==> config.mk <==
export PLATFORM = sky130hd
export DESIGN_NAME = sky130_fd_io__amux_bbm_ctrl
export DESIGN_NICKNAME = d
export VERILOG_FILES = /design/src/rtl/sky130_fd_io__amux_pkg.sv /design/src/rtl/sky130_fd_io__amux_dwell_cnt.sv /design/src/rtl/sky130_fd_io__amux_bbm_ctrl.sv
export SDC_FILE = /design/constraint.sdc
export NUM_CORES = 1
export LEC_CHECK = 0
export CAP_MARGIN = 5
export CORE_UTILIZATION = 40
export CTS_CLUSTER_DIAMETER = 80
export DETAILED_ROUTE_END_ITERATION = 10
export HOLD_SLACK_MARGIN = 0.02
export PLACE_DENSITY_LB_ADDON = 0.3
export SYNTH_ARGS = -nofsm -noshare
export SYNTH_HDL_FRONTEND = slang
export SYNTH_SLANG_ARGS = --single-unit
==> constraint.sdc <==
create_clock -name CLK -period 2.6 [get_ports CLK]
set_input_delay 0.52 -clock CLK [delete_from_list [all_inputs] [get_ports CLK]]
set_output_delay 0.52 -clock CLK [all_outputs]
set_load 0.02 [all_outputs]
==> src/rtl/sky130_fd_io__amux_pkg.sv <==
// Shared types for the AMUX break-before-make controller: FSM states,
// bus-select encodings and the dwell-counter width helper.
package sky130_fd_io__amux_pkg;

   typedef enum logic [1:0] {
      IDLE   = 2'b00,
      DWELL  = 2'b01,
      SETTLE = 2'b10
   } state_t;

   typedef logic [1:0] sel_t;

   localparam sel_t SEL_NONE = 2'b00;
   localparam sel_t SEL_A    = 2'b01;
   localparam sel_t SEL_B    = 2'b10;
   localparam sel_t SEL_RSVD = 2'b11;

   // Smallest width that holds the larger of the two interval counts.
   function automatic int cnt_width(input int bbm, input int settle);
      int longest;
      longest = (bbm > settle) ? bbm : settle;
      return (longest < 1) ? 1 : $clog2(longest + 1);
   endfunction

endpackage

==> src/rtl/sky130_fd_io__amux_dwell_cnt.sv <==
// Loadable down-counter shared by the DWELL and SETTLE intervals; it
// saturates at zero instead of wrapping.
module sky130_fd_io__amux_dwell_cnt #(
   parameter int WIDTH = 4
) (
   input  logic             clk,
   input  logic             rst,
   input  logic             load,
   input  logic [WIDTH-1:0] load_val,
   input  logic             dec,
   output logic             zero
);

   logic [WIDTH-1:0] cnt;

   // NOTE: non-blocking assignments for every flop so all state samples pre-edge values.
   always_ff @(posedge clk or posedge rst) begin
      if (rst) begin
         cnt <= '0;
      end else if (load) begin
         cnt <= load_val;
      end else if (dec && (cnt != '0)) begin
         cnt <= cnt - 1'b1;
      end
   end

   assign zero = (cnt == '0);

endmodule

==> src/rtl/sky130_fd_io__amux_bbm_ctrl.sv <==
// Break-before-make sequencer for the pad-to-AMUXBUS switch enables.
// Define SKY130_FD_IO_AMUX_BBM_ABORT_EN to allow retargeting during SETTLE.
module sky130_fd_io__amux_bbm_ctrl
   import sky130_fd_io__amux_pkg::*;
#(
   parameter int BBM_CYCLES    = 4,
   parameter int SETTLE_CYCLES = 8
) (
   input  logic       CLK,
   input  logic       RST,
   input  logic       REQ_VALID,
   output logic       REQ_READY,
   input  logic [1:0] REQ_SEL,
   input  logic       ERR_CLR,
   output logic       AMUX_A_EN,
   output logic       AMUX_B_EN,
   output logic [1:0] CUR_SEL,
   output logic       BUSY,
   output logic       SETTLED,
   output logic       ERR
);

   localparam int        CW          = cnt_width(BBM_CYCLES, SETTLE_CYCLES);
   localparam logic [CW-1:0] BBM_LOAD    = CW'(BBM_CYCLES - 1);
   localparam logic [CW-1:0] SETTLE_LOAD = CW'(SETTLE_CYCLES - 1);

   state_t          state;
   logic            accept;
   logic            change;
   logic            set_err;
   sel_t            target;
   logic            cnt_load;
   logic [CW-1:0]   cnt_load_val;
   logic            cnt_dec;
   logic            cnt_zero;

`ifdef SKY130_FD_IO_AMUX_BBM_ABORT_EN
   assign REQ_READY = (state == IDLE) || (state == SETTLE);
`else
   assign REQ_READY = (state == IDLE);
`endif

   // NOTE: every always_comb output gets a default first so no path infers a latch.
   always_comb begin
      accept       = REQ_VALID && REQ_READY;
      set_err      = accept && (REQ_SEL == SEL_RSVD);
      target       = (REQ_SEL == SEL_RSVD) ? SEL_NONE : REQ_SEL;
      change       = accept && (target != CUR_SEL);
      cnt_load     = 1'b0;
      cnt_load_val = '0;
      cnt_dec      = 1'b0;
      if (change) begin
         cnt_load     = 1'b1;
         cnt_load_val = BBM_LOAD;
      end else if ((state == DWELL) && cnt_zero && (CUR_SEL != SEL_NONE)) begin
         cnt_load     = 1'b1;
         cnt_load_val = SETTLE_LOAD;
      end else if ((state != IDLE) && !cnt_zero) begin
         cnt_dec = 1'b1;
      end
   end

   sky130_fd_io__amux_dwell_cnt #(
      .WIDTH (CW)
   ) u_dwell_cnt (
      .clk      (CLK),
      .rst      (RST),
      .load     (cnt_load),
      .load_val (cnt_load_val),
      .dec      (cnt_dec),
      .zero     (cnt_zero)
   );

   // The async reset opens both switches immediately, without waiting for CLK.
   always_ff @(posedge CLK or posedge RST) begin
      if (RST) begin
         state     <= IDLE;
         AMUX_A_EN <= 1'b0;
         AMUX_B_EN <= 1'b0;
         CUR_SEL   <= SEL_NONE;
         BUSY      <= 1'b0;
         SETTLED   <= 1'b1;
         ERR       <= 1'b0;
      end else begin
         ERR <= set_err || (ERR && !ERR_CLR);
         if (change) begin
            state     <= DWELL;
            AMUX_A_EN <= 1'b0;
            AMUX_B_EN <= 1'b0;
            CUR_SEL   <= target;
            BUSY      <= 1'b1;
            SETTLED   <= 1'b0;
         end else begin
            case (state)
               DWELL: begin
                  if (cnt_zero) begin
                     if (CUR_SEL == SEL_NONE) begin
                        state   <= IDLE;
                        BUSY    <= 1'b0;
                        SETTLED <= 1'b1;
                     end else begin
                        state     <= SETTLE;
                        AMUX_A_EN <= (CUR_SEL == SEL_A);
                        AMUX_B_EN <= (CUR_SEL == SEL_B);
                     end
                  end
               end
               SETTLE: begin
                  if (cnt_zero) begin
                     state   <= IDLE;
                     BUSY    <= 1'b0;
                     SETTLED <= 1'b1;
                  end
               end
               default: begin
               end
            endcase
         end
      end
   end

endmodule

==> metrics.txt, run 1 <==
# Max-Cap Violations 0; P_int between 0.6 and 0.7 mW; post_cts resized 0; Die Wd ~44 um; startpoint types register; I/O pins 14; Site Rows 14; CTS max path bufs 2; grt total ovfl 0; Hold Vio Cnt, Final 0; Vias/cell around 5.4; Seq cells post-synth 13; Synth warnings 0; Synth Area in Adders about 3.6%; worst hold stages 2; Crit. End Element output pin; Post-Synth Simple-Gate Area about a fifth; H-tree lvl count 1; worst rel slew slack between 60 and 70%; Worst setup endpoint REQ_READY; Final setup viols 0; Area Overhead vs Synth 23.7%; syn_nets between 70 and 80; syn_area_per_cell about 11 um2; worst path required time around 2100 ps; Mapped Area 697 um2; Fillers approximately 150; final core occ roughly 55%; Synth Area in Compound Gates ~17%; DRC 0; Clock power frac between 10 and 15%; DRT Pass-1 Iters 2; setup TNS 0 ps; first-pass GRT wire length approximately 2.2 mm; IO buf count 13; antenna diode count 0; Num CTS Buffers 3; peak supply drop between 0.5 and 0.6 mV; reg-to-reg startpoint u_dwell_cnt.cnt[0]$_DFFE_PP0P_; P_leak 0.370 nW; worst hold path class register to register; Pwr Density 1190 mW/mm2; worst-margin pin slew around 500 ps; multiplexer area fraction after synthesis 3.05%; combinational power share between 40% and 50%; postcts setup bufs 0; die area ~0.0019 mm2; initial core utilization 44.7%; Sequential Area 327 um2; Net Switching 0.410 mW; area occupied by multi-input gates 320 um2; CP Launch Point state[0]$_DFFE_PP0P_; Total Wirelength between 1 and 1.5 mm; # nets final 90; sequential group share of total power 38.8%; Cells after Synth between 60 and 70; Synth Area in XOR/XNOR 2.51%; status finished clean; CTS tree done; CTS root buf clkbuf_4; pin count of the biggest net entering global routing 14; layout cells sized above 1 between 15 and 20%; Final ANT Viol Nets 0; largest family of logic cells by synthesized area simple AND/OR/NAND/NOR gates; clock skew approximately 1.1 ps; RSZ-0062 raised after global routing no; worst reg2reg setup slack 660 ps; Final Wtd Congestion 0.764; final worst-path cycle share around 80%; sequential fraction of the synthesis area 46.9%; Worst R2R Path Depth 6; synth unique cells 31; hpwl dp about 960 um; worst-path fanout max 7; Tot GR Track Use roughly 16%; number of global-route vias before repair ~530; FF-to-FF End AMUX_A_EN$_DFFE_PP0P_; clock sinks 13; WL per Instance roughly 13 um; switching part of the total power roughly 40%; Arr. time, crit path around 1600 ps; Max Clock Freq ~480 MHz; total power 1.03 mW; fin crit period roughly 2100 ps; initial antenna violation count 0; Die Y between 40 and 50 um; Core Area roughly 0.0016 mm2; DRC marker count from the first detailed-route iteration 1; vias around 530; Slew Viols, Final 0; Clock Latency Late Sink 270 ps; clock slew at reported path FFs around 80 ps; CP Class register to output pin; Hold-fix buffers, CTS 0
[through the flow]
| stage | worst slack (ps) | hold slack (ps) | instance area (um2) | cells |
|---|---|---|---|---|
| 2_1_floorplan | 856 | 396 | 697 | 65 |
| 3_3_place_gp | 449 | 457 | 836 | 93 |
| 3_5_place_dp | 383 | 452 | 836 | 93 |
| 4_1_cts | 509 | 465 | 862 | 97 |
| 5_1_grt | 473 | 498 | 862 | 97 |
| 6_report | 525 | 464 | 862 | 97 |
[worst min-delay path by stage]
stage / startpoint / to
finish: SETTLED$_DFFE_PP1P_ / SETTLED$_DFFE_PP1P_
global route: SETTLED$_DFFE_PP1P_ / SETTLED$_DFFE_PP1P_
CTS: SETTLED$_DFFE_PP1P_ / SETTLED$_DFFE_PP1P_
detailed placement: SETTLED$_DFFE_PP1P_ / SETTLED$_DFFE_PP1P_
global placement: SETTLED$_DFFE_PP1P_ / SETTLED$_DFFE_PP1P_
floorplan: RST / AMUX_A_EN$_DFFE_PP0P_
[logic make-up after synthesis]
logic type               count (synthesis)
adder cells (fa/ha/maj)                  2
AO/OA/AOI/OAI                           15
buffers and inverters                    9
XOR/XNOR                                 2
AND/OR/NAND/NOR                         22
multiplexers                             2
flip-flops                              13
[final cells by class]
type	count	share of cell area [%]
Sequential cell	13	37.9
Multi-Input combinational cell	43	37.2
Timing Repair Buffer	14	16.0
Clock buffer	4	3.05
Tap cell	16	2.32
Inverter	7	3.63
[Yosys cell counts]
cell	number	share of area, %
a2111o_1	1	1.6
a21o_1	1	1.1
a21oi_1	2	1.4
a21oi_2	1	1.3
a311oi_1	1	1.3
and3b_1	1	1.3
buf_4	1	1.1
buf_6	1	1.6
clkinv_4	1	1.3
dfrtp_1	12	43
dfstp_2	1	3.8
ha_1	2	3.6
inv_1	6	3.2
mux2_1	1	1.6
mux2i_1	1	1.4
nand2_2	2	1.8
nand2b_1	3	2.7
nand4_1	1	0.90
nor2_1	3	1.6
nor2_4	1	1.6
nor2b_1	2	1.8
nor3_1	4	2.9
nor3b_1	1	1.1
o21ai_0	4	2.9
o21ai_2	1	1.3
o22a_1	1	1.3
o22ai_2	2	3.6
o311ai_1	1	1.3
or3_1	3	2.7
or3b_4	1	1.6
xnor2_1	2	2.5
[flip-flops by register name, indices dropped and copies added, names as in the netlist]
name and flops:
u_dwell_cnt.cnt 4, AMUX_A_EN 1, state 2, ERR 1, SETTLED 1, CUR_SEL 2, AMUX_B_EN 1, BUSY 1
[power by group through the flow]
stage	combinational, mW	sequential, mW	clock (mW)
after floorplan	0.309	0.433	0
after global placement	0.498	0.400	0
after detailed placement	0.511	0.401	0
after CTS	0.514	0.398	0.131
after global routing	0.560	0.412	0.137
final	0.502	0.397	0.126
[metal layers]
metal  vias up  share of wire, %  track usage [%]
met5         -                 0                0
met4         0               1.7             9.38
met2        11                49             26.3
met3         4               3.2             2.92
met1       245                46             18.6
li1        268                 -                -
[layout by cell type, fill, tap and decap left out, types with 2 or more instances in the layout]
| cell | synthesis | routed |
|---|---|---|
| a21oi_1 | 2 | 2 |
| o22ai_2 | 2 | 2 |
| ha_1 | 2 | 2 |
| o21ai_0 | 4 | 4 |
| clkdlybuf4s50_1 | 0 | 13 |
| inv_1 | 6 | 6 |
| nor3_1 | 4 | 4 |
| clkbuf_4 | 0 | 3 |
| nand2b_1 | 3 | 3 |
| nor2b_1 | 2 | 2 |
| or3_1 | 3 | 3 |
| xnor2_1 | 2 | 2 |
| nand2_2 | 2 | 2 |
| dfrtp_1 | 12 | 12 |
| nor2_1 | 3 | 3 |
[worst max-delay path: stages (launching register included)]
cell,delay (ps)
dfrtp_1,470
nor2_4,190
clkdlybuf4s50_1,620
No activity file was read; power rests on OpenSTA's default activity.
==> run 2, diff against run 1 <==
Clock period 2.6 ns to 2.1 ns, I/O delays scaled along.
==> metrics.txt, run 2 (synthesis gave the netlist of run 1 again) <==
status finished clean; pin count of the biggest net entering global routing 14; Final Wtd Congestion between 0.7 and 0.8; hpwl dp 922 um; postcts setup bufs 0; largest registers u_dwell_cnt.cnt: 4 flops, CUR_SEL: 2 flops, state: 2 flops; placed cells slightly above 90; Site Rows 14; startpoint types register; Final ANT Viol Nets 0; antenna diode count 0; DRC marker count from the first detailed-route iteration 9; layout cells sized above 1 between 15 and 20%; post_cts resized 0; Vias/cell 5.41; Hold-fix buffers, CTS 0; reg-to-reg startpoint u_dwell_cnt.cnt[0]$_DFFE_PP0P_; Num CTS Buffers 3; clock slew at reported path FFs roughly 80 ps; met3 Track Usage GR 6.67%; Worst R2R Path Depth 6; FF-to-FF End AMUX_A_EN$_DFFE_PP0P_; Die Y 43.7 um; max FFs per register 4; worst rel slew slack about two thirds; peak supply drop roughly 0.7 mV; first-pass GRT wire length 2.07 mm; initial core utilization 44.7%; clock sinks 13; IO buf count 13; worst-margin pin slew approximately 480 ps; Crit. End Element output pin; RSZ-0062 raised after global routing no; Total Wirelength between 1 and 1.5 mm; initial antenna violation count 0; # Max-Cap Violations 0; clock skew between 1.5 and 2 ps; Max Clock Freq just over 500 MHz; Area Overhead vs Synth 23.7%; Pwr Density ~1500 mW/mm2; WL per Instance between 10 and 15 um; DRT Pass-1 Iters 3; die area 0.00191 mm2; I/O pins 14; CTS max path bufs 2; number of global-route vias before repair 483; total power between 1 and 1.5 mW; worst reg2reg setup slack around 180 ps; Top reg by flops u_dwell_cnt.cnt; Arr. time, crit path about 1600 ps; final worst-path cycle share a little over nine tenths; Most Crowded Layer GR met2; worst path required time approximately 1700 ps; Final setup viols 0; most frequent cells in the layout clkdlybuf4s50_1 (13), dfrtp_1 (12), inv_1 (6); GR Util met1 slightly above 20%; P_leak between 0.3 and 0.4 nW; Tot GR Track Use between 10% and 20%; Clock Latency Late Sink around 270 ps; H-tree lvl count 1; CP Class register to output pin; grt total ovfl 0; worst hold path class input pin to asynchronous set/reset pin; Slew Viols, Final 0; commonest non-fill, non-tap cell in the layout clkdlybuf4s50_1; Fillers 150; worst-path fanout max 7; # nets final 90; setup TNS 0 ps; Finished Layout Cells 97; vias roughly 530; fin crit period about 2000 ps; Die Wd between 40 and 50 um; Core Area approximately 0.0016 mm2; CTS root buf clkbuf_4; CTS tree done; Hold Vio Cnt, Final 0; DRC 0; global-route track usage on met2 21.5%
## run 2: per-layer routing
| metal | up-vias | share of wire, % |
|---|---|---|
| li1 | 260 | - |
| met1 | 248 | 46 |
| met2 | 12 | 46 |
| met3 | 5 | 5.4 |
| met4 | 0 | 2.0 |
| met5 | - | 0 |
## run 2: per-stage QoR
step	hold WS (ps)	worst slack, ps	util, %	area [um2]
finish	457	125	55.3	862
global route	498	58.3	55.3	862
CTS	470	108	55.3	862
detailed placement	458	11.8	53.6	836
global placement	459	42.0	53.6	836
floorplan	296	356	-	697
## run 2: critical path, stage by stage (launching register included)
cell             delay (ps)
dfrtp_1                 470
nor2_4                  190
clkdlybuf4s50_1         620
## run 2: how the worst max path moves through the flow
stage                                              start                              to  depth (start not counted)
final                               state[0]$_DFFE_PP0P_                       REQ_READY                          2
after floorplan           u_dwell_cnt.cnt[0]$_DFFE_PP0P_           AMUX_A_EN$_DFFE_PP0P_                          7
after detailed placement                      REQ_SEL[1]          CUR_SEL[0]$_DFFE_PP0P_                          6
after global placement                        REQ_SEL[1]  u_dwell_cnt.cnt[0]$_DFFE_PP0P_                          6
after global routing                state[0]$_DFFE_PP0P_                       REQ_READY                          2
after CTS                           state[0]$_DFFE_PP0P_                       REQ_READY                          2
## run 2: final cells by class
class / count / area, um2 / share of cell area [%]
inverters: 7 / 31.3 / 3.63
multi-input cells: 43 / 320 / 37.2
repair buffers: 14 / 138 / 16.0
well taps: 16 / 20.0 / 2.32
clock buffers: 4 / 26.3 / 3.05
flip-flops and latches: 13 / 327 / 37.9
## run 2: power by group
part	leakage, nW	internal, mW	switching (mW)
clock network	0.0150	0.0737	0.0791
registers	0.159	0.367	0.124
logic	0.196	0.320	0.302
